<file path="src/rtl/hash_query_ctrl.sv">
`default_nettype none
// ============================================================================
//  Module      : hash_query_ctrl
//  Description : Insert/lookup request sequencer for a 12-bit-addressed hash
//                table. Folds a wide flow key into a table address, issues
//                the query, samples the one-cycle-delayed table response,
//                writes successful inserts and returns one result per request.
//  Revision    : 1.0 - initial release
// ============================================================================

package hash_query_pkg;
    typedef enum logic {
        INSERT_QUERY  = 1'b0,
        LOOK_UP_QUERY = 1'b1
    } hash_query_t;
endpackage

module hash_query_ctrl
    import hash_query_pkg::*;
#(
    parameter int KEY_W    = 12,
    parameter int VAL_W    = 32,
    parameter int IN_KEY_W = 48,
    parameter int CNT_W    = 16
) (
    input  logic                clk,
    input  logic                rst,
    input  logic                req_valid_i,
    output logic                req_ready_o,
    input  hash_query_t         req_op_i,
    input  logic [IN_KEY_W-1:0] req_key_i,
    input  logic [VAL_W-1:0]    req_val_i,
    output logic                wr_en_o,
    output hash_query_t         hash_query_o,
    output logic [KEY_W-1:0]    hash_wr_key_o,
    output logic [KEY_W-1:0]    hash_rd_key_o,
    output logic [VAL_W-1:0]    hash_insert_val_o,
    output logic [VAL_W-1:0]    hash_lookup_val_o,
    input  logic                table_resp_i,
    output logic                res_valid_o,
    input  logic                res_ready_i,
    output hash_query_t         res_op_o,
    output logic                res_hit_o,
    output logic                res_err_o,
    output logic [CNT_W-1:0]    ins_fail_cnt_o
);

    localparam int c_num_chunks = (IN_KEY_W + KEY_W - 1) / KEY_W;

    typedef enum logic [2:0] {
        S_IDLE  = 3'd0,
        S_QUERY = 3'd1,
        S_WAIT  = 3'd2,
        S_WRITE = 3'd3,
        S_RESP  = 3'd4
    } state_t;

    state_t                         r_state;
    state_t                         w_next_state;
    logic [c_num_chunks*KEY_W-1:0]  w_padded_key;
    logic [KEY_W-1:0]               w_hash;
    logic                           w_accept;
    logic                           w_val_zero;

    hash_query_t                    r_op;
    logic [KEY_W-1:0]               r_hash;
    logic [VAL_W-1:0]               r_val;
    hash_query_t                    r_res_op;
    logic                           r_res_hit;
    logic                           r_res_err;
    logic [CNT_W-1:0]               r_ins_fail_cnt;

    assign w_accept   = req_valid_i && (r_state == S_IDLE);
    assign w_val_zero = (req_val_i == '0);

    // Zero-pad the key to a whole number of chunks and XOR-fold it to an address
    always_comb begin
        w_padded_key                 = '0;
        w_padded_key[IN_KEY_W-1:0]   = req_key_i;
        w_hash                       = '0;
        for (int i = 0; i < c_num_chunks; i++) begin
            w_hash = w_hash ^ w_padded_key[i*KEY_W +: KEY_W];
        end
    end

    // State register
    always_ff @(posedge clk or negedge rst) begin
        if (!rst) begin
            r_state <= S_IDLE;
        end else begin
            r_state <= w_next_state;
        end
    end

    // Next-state: zero values skip the table, only empty-slot inserts write
    always_comb begin
        w_next_state = r_state;
        case (r_state)
            S_IDLE:  if (req_valid_i) w_next_state = w_val_zero ? S_RESP : S_QUERY;
            S_QUERY: w_next_state = S_WAIT;
            S_WAIT:  w_next_state = ((r_op == INSERT_QUERY) && table_resp_i) ? S_WRITE : S_RESP;
            S_WRITE: w_next_state = S_RESP;
            S_RESP:  if (res_ready_i) w_next_state = S_IDLE;
            default: w_next_state = S_IDLE;
        endcase
    end

    // Request/result registers and the saturating failed-insert counter
    always_ff @(posedge clk or negedge rst) begin
        if (!rst) begin
            r_op           <= INSERT_QUERY;
            r_hash         <= '0;
            r_val          <= '0;
            r_res_op       <= INSERT_QUERY;
            r_res_hit      <= 1'b0;
            r_res_err      <= 1'b0;
            r_ins_fail_cnt <= '0;
        end else begin
            if (w_accept) begin
                r_res_op  <= req_op_i;
                r_res_hit <= 1'b0;
                r_res_err <= w_val_zero;
                // Table-facing registers only move for requests that reach the table
                if (!w_val_zero) begin
                    r_op   <= req_op_i;
                    r_hash <= w_hash;
                    r_val  <= req_val_i;
                end
            end
            if (r_state == S_WAIT) begin
                r_res_hit <= table_resp_i;
                if ((r_op == INSERT_QUERY) && !table_resp_i && (r_ins_fail_cnt != '1)) begin
                    r_ins_fail_cnt <= r_ins_fail_cnt + 1'b1;
                end
            end
        end
    end

    assign req_ready_o       = (r_state == S_IDLE);
    assign wr_en_o           = (r_state == S_WRITE);
    assign res_valid_o       = (r_state == S_RESP);
    assign hash_query_o      = r_op;
    assign hash_rd_key_o     = r_hash;
    assign hash_wr_key_o     = r_hash;
    assign hash_insert_val_o = r_val;
    assign hash_lookup_val_o = r_val;
    assign res_op_o          = r_res_op;
    assign res_hit_o         = r_res_hit;
    assign res_err_o         = r_res_err;
    assign ins_fail_cnt_o    = r_ins_fail_cnt;

endmodule
`default_nettype wire

</file>
<file path="config.mk">
export PLATFORM = sky130hd
export DESIGN_NAME = hash_query_ctrl
export DESIGN_NICKNAME = d
export VERILOG_FILES = /design/src/rtl/hash_query_ctrl.sv
export SDC_FILE = /design/constraint.sdc
export NUM_CORES = 1
export LEC_CHECK = 0
export ABC_AREA = 1
export CORE_MARGIN = 1.5
export CORE_UTILIZATION = 43
export CTS_CLUSTER_SIZE = 8
export DETAILED_ROUTE_END_ITERATION = 10
export GPL_TIMING_DRIVEN = 0
export PLACE_DENSITY = 0.95
export SYNTH_ARGS = -nofsm -noshare
export SYNTH_HDL_FRONTEND = slang
export SYNTH_SLANG_ARGS = --single-unit
</file>
<file path="constraint.sdc">
create_clock -name clk -period 3.35 [get_ports clk]
set_input_delay 0.335 -clock clk [delete_from_list [all_inputs] [get_ports clk]]
set_output_delay 0.335 -clock clk [all_outputs]
set_load 0.05 [all_outputs]
</file>
# --- After elaboration in Yosys (flattened, before gate mapping) ---
# Index checks and enable logic that the tools add are counted.
classes:
  n_addsub: 1
  mul: 0
  n_div: 0
  n_lt_le_gt_ge: 0
  n_eq_ne: 7
  n_shift: 0
  n_mux: 7
  bitwise: 5
  n_reduce_logical: 11
op_table:
  columns: ["operator", "count"]
  rows:
  - ["bitwise XOR 12 bit", 3]
  - ["logical NOT 32 bit", 1]
  - ["adder 16 x 1 -> 16 bit (second input constant)", 1]
  - ["!= test 16 bit (second input constant)", 1]
  - ["one-hot mux 3 bit (5 select lines)", 1]
  - ["2-to-1 mux 3 bit", 4]
  - ["equality test 3 x 2 -> 1 bit (second input constant)", 2]
  - ["AND reduction 2 bit", 3]
  - ["logical AND 1 bit", 4]
  - ["equality test 3 x 1 -> 1 bit (second input constant)", 1]
  - ["equality test 3 bit (second input constant)", 1]
  - ["logical NOT 3 bit", 1]
  - ["2-to-1 mux 1 bit", 2]
  - ["!= test 2 x 1 -> 1 bit (second input constant)", 1]
  - ["!= test 2 bit (second input constant)", 1]
  - ["NOT 1 bit", 2]
  - ["nonzero test 2 bit", 1]
  - ["logical NOT 1 bit", 1]
word_totals:
  ff_bits: 67
  latch_bits: 0
  ramBits: 0
  mem_bits_ro: 0
  input_bits: 86
  output_inout_bits: 111
  elab_cells: 39
  n_memories: 0

# --- Logic depth before layout (Yosys ltp) ---
depth:
  depth_word: 4
  mapped_depth: 9
  mapped_depth_nobuf: 9

# --- Worst setup path after synthesis ---
# Ideal clock, no wire load.
synth_timing:
  kind: "register to register"
  from: "register r_ins_fail_cnt[0], in the netlist ins_fail_cnt_o[0]"
  to: "register r_ins_fail_cnt[3], in the netlist ins_fail_cnt_o[3]"
  setup_ns: 0.121
  arrival_time_ns: 1.786
  required_ns: 3.229
  setup_slack_ns: 1.443
  stages_incl_launch_ff: 10
  n_path_buf: 1
  period_less_slack_ns: 1.907
  cell_sequence: "dfrtp_1 ha_1 nand3_2 nor2_2 nand3_1 nand2_2 inv_2 buf_6 nand3b_2 nand2_1"
synth_between:
  elab_chain_len: 3
  elab_cells_between_ends: 4
  cone_classes: "add/sub: 1; eq/ne: 1; reduce/logical: 2"
synth_lines:
  columns: ["item", "line_no", "text"]
  rows:
  - ["from (decl)", "71", "logic [CNT_W-1:0] r_ins_fail_cnt;"]
  - ["from (signal assigned)", "133", "r_ins_fail_cnt <= r_ins_fail_cnt + 1'b1;"]
  - ["branches (longest 3 deep; another with adder 16 x 1 -> 16 bit)", null, null]
# Several ways; the timed one is not identified.
# A chain may end at the register's enable or synchronous reset.

# --- Worst setup path after layout ---
layout_timing:
  from: "register r_state[2]"
  to: "output wr_en_o"
layout_between:
  elab_chain_len: 1
layout_lines:
  columns: ["item", "line_no", "text"]
  rows:
  - ["from (decl)", "58", "state_t r_state;"]
  - ["from (signal assigned)", "91", "r_state <= w_next_state;"]
  - ["equality test 3 x 2 -> 1 bit", "140", "assign wr_en_o = (r_state == S_WRITE);"]
  - ["to (decl)", "33", "output logic wr_en_o,"]
# Every way passes these cells.

==> impl_metrics.toml <==
[status]
outcome = "finished clean"

[global_routing]
grt_use_total_pct = 24.7
grt_max_degree = 68
overflow = 0
grt_pass1_wl_um = 17500
first_global_vias = 3860
antenna_found_initial = 0

[worst_hold_path]
hp-class = "in2async"

[yosys]
syn_nets = 554
synth_area_leaders = "dfrtp_1 (45%), nand2_1 (20%), buf_4 (9.0%), xnor2_1 (6.8%), xor2_1 (4.2%)"
avgSynthCellArea_sq_um = 8.04
ys_warn_count = 0
synth_seq_cells = 67
ys_seq_area_share_pct = 44.7
synth.cell_area_sq_um = 3750
synth_cell_types = 27
async_flop_share_pct = 100
synth_top_area_cell = "dfrtp_1"
synth_ff_type = "dfrtp_1"
synth_edf_count = 0
synthTopCellsByCount = "nand2_1 (198), dfrtp_1 (67), buf_4 (45)"
syn_inst = 467
synth.most_common_cell = "nand2_1"
synth_top_area_share_pct = 44.7

[layout]
finalNetCount = 761
regArea_sq_um = 1680
utilization_pct = 72.5
n_antenna_cell = 0
syn2layout_area_growth_pct = 61.0
fill_cells = 569
multi_input_area_sq_um = 1580
final_layout_size_suffix_gt1_share_pct = 12.4

[floorplanning]
initial_core_util_pct = 45.0
die_w_um = 96.4
dieArea_sq_um = 9300
coreArea_sq_um = 8340
placementRows = 33
fp.dieH_um = 96.4
pin_count = 197

[setup_path]
crit_path_max_fanout = 5
reg2regPathDepth = 9
r2r-start = "ins_fail_cnt_o[0]"
start_kind = "register"
cp.arrival_ps = 2080
criticalPathCategory = "reg2out"
critPathLaunch = "r_state[2]"
crit_path_end_kind = "output pin"
reg2reg_to = "ins_fail_cnt_o[4]"
r2r_slack_ps = 1480
crit_required_ps = 3010
endpoint = "wr_en_o"

[clock_tree]
clk_pin_slew_ps = 70
cts_tree = "yes"
post_cts_resized = 0
cts_setup_buffers = 0
clockRootBuffer = "clkbuf_8"
cts_buffer_depth = 2
htreeDepth = 3
clock-sinks = 67
cts_hold_buf = 0
clock_latency_ps = 330
numCtsBuffers = 9

[drt]
num_vias = 3729
antenna_left = 0
dr.pass1.iters = 4
vias_per_cell = 4.77
drc = 0
wl_per_cell_um = 14.1
drt_iter0_drc = 170
routed_wl_um = 11000

[placed_design]
place_ws_ps = 1340
gp_congestion = 0.874
dp_hpwl_um = 8860
port-buffer-count = 196

[timing]
rsz0062_at_grt = "false"
hold_viol_final = 0
setup_viol = 0
finalCritPeriodShare_pct = 72.1
worst_slew_pin_slew_ps = 823
relSlewSlack_pct = 45.2
finalWorstSetupSlack_ps = 936
maxSlewViolCount = 0
max_freq_ghz = 0.414
fin_worst_skew_ps = 9.09
layout_min_cycle_time_ps = 2410

[power]
ir_worst_vdd_uv = 831
leakage_nw = 2.80
power_mw = 6.64
power.density_nw_per_um2 = 1100

[run]
cap_violations = 0
## worst min path at each step
stage	from	end	slack, ps	cells past startpoint
finish	rst	ins_fail_cnt_o[3]	100	1
global route	rst	ins_fail_cnt_o[3]	180	1
CTS	rst	ins_fail_cnt_o[3]	130	1
detailed placement	res_err_o	res_err_o	480	1
global placement	res_op_o	res_op_o	460	2
floorplan	rst	hash_insert_val_o[0]	40	0
## kinds of logic after synthesis
family                   synth area share [%]
adder cells (fa/ha/maj)                 0.333
AND/OR/NAND/NOR                          28.3
XOR/XNOR                                 11.0
AO/OA/AOI/OAI                            2.53
flip-flops                               44.7
buffers and inverters                    13.2
## report_power, final
part           total (mW)  switching, mW  internal, mW  leakage (nW)
logic                4.48           2.88          1.60          1.85
clock network       0.684          0.288         0.396         0.104
registers            1.48          0.337          1.14         0.847
total                6.64           3.51          3.13          2.80
## metrics by stage
| step | cell area [sq um] | cells | TNS (ps) | hold slack [ps] |
|---|---|---|---|---|
| 2_1_floorplan | 3750 | 467 | 0 | 39.4 |
| 3_3_place_gp | 5850 | 768 | -12330 | 460 |
| 3_5_place_dp | 5850 | 768 | 0 | 483 |
| 4_1_cts | 6050 | 782 | 0 | 128 |
| 5_1_grt | 6050 | 782 | 0 | 181 |
| 6_report | 6050 | 782 | 0 | 97.8 |
## final cells by class
cell class | instances | share of cell area [%]
Sequential cell | 67 | 27.7
Clock inverter | 2 | 0.579
Clock buffer | 12 | 2.73
Buffer | 54 | 6.85
Inverter | 22 | 1.37
Multi-Input combinational cell | 324 | 26.2
Timing Repair Buffer | 196 | 32.4
Tap cell | 105 | 2.17
## state kept, by name, indices dropped and copies added (netlist names)
name / flops
hash_rd_key_o: 12
ins_fail_cnt_o: 16
r_state: 3
hash_query_o: 1
res_err_o: 1
res_hit_o: 1
hash_insert_val_o: 32
res_op_o: 1
## worst max-delay path: stages, from the launching register on
cell and delay, ps:
dfrtp_1 400, inv_1 110, nand2_1 140, nor2_1 240, clkdlybuf4s50_1 850
## routing by layer
layer | up-vias | routed length, um | track usage, %
li1 | 1801 | - | -
met1 | 1716 | 3950 | 26.0
met2 | 180 | 5950 | 45.6
met3 | 32 | 797 | 5.79
met4 | 0 | 348 | 12.4
met5 | - | 0 | 0
## placed cells by master, fill, tap and decap left out, types with 2 or more instances in the layout
cell type	n
clkbuf_8	12
nor2_1	34
nand4_1	3
buf_4	46
nor2_4	2
xor2_1	18
nand3_1	8
inv_1	19
nand2_1	198
nand2_2	2
inv_2	3
nand3_2	4
dfrtp_1	67
buf_2	4
buf_6	5
xnor2_1	29
o21ai_0	11
nor3_1	4
a21oi_1	2
clkdlybuf4s50_1	195
(Power assumes the default switching activity.)
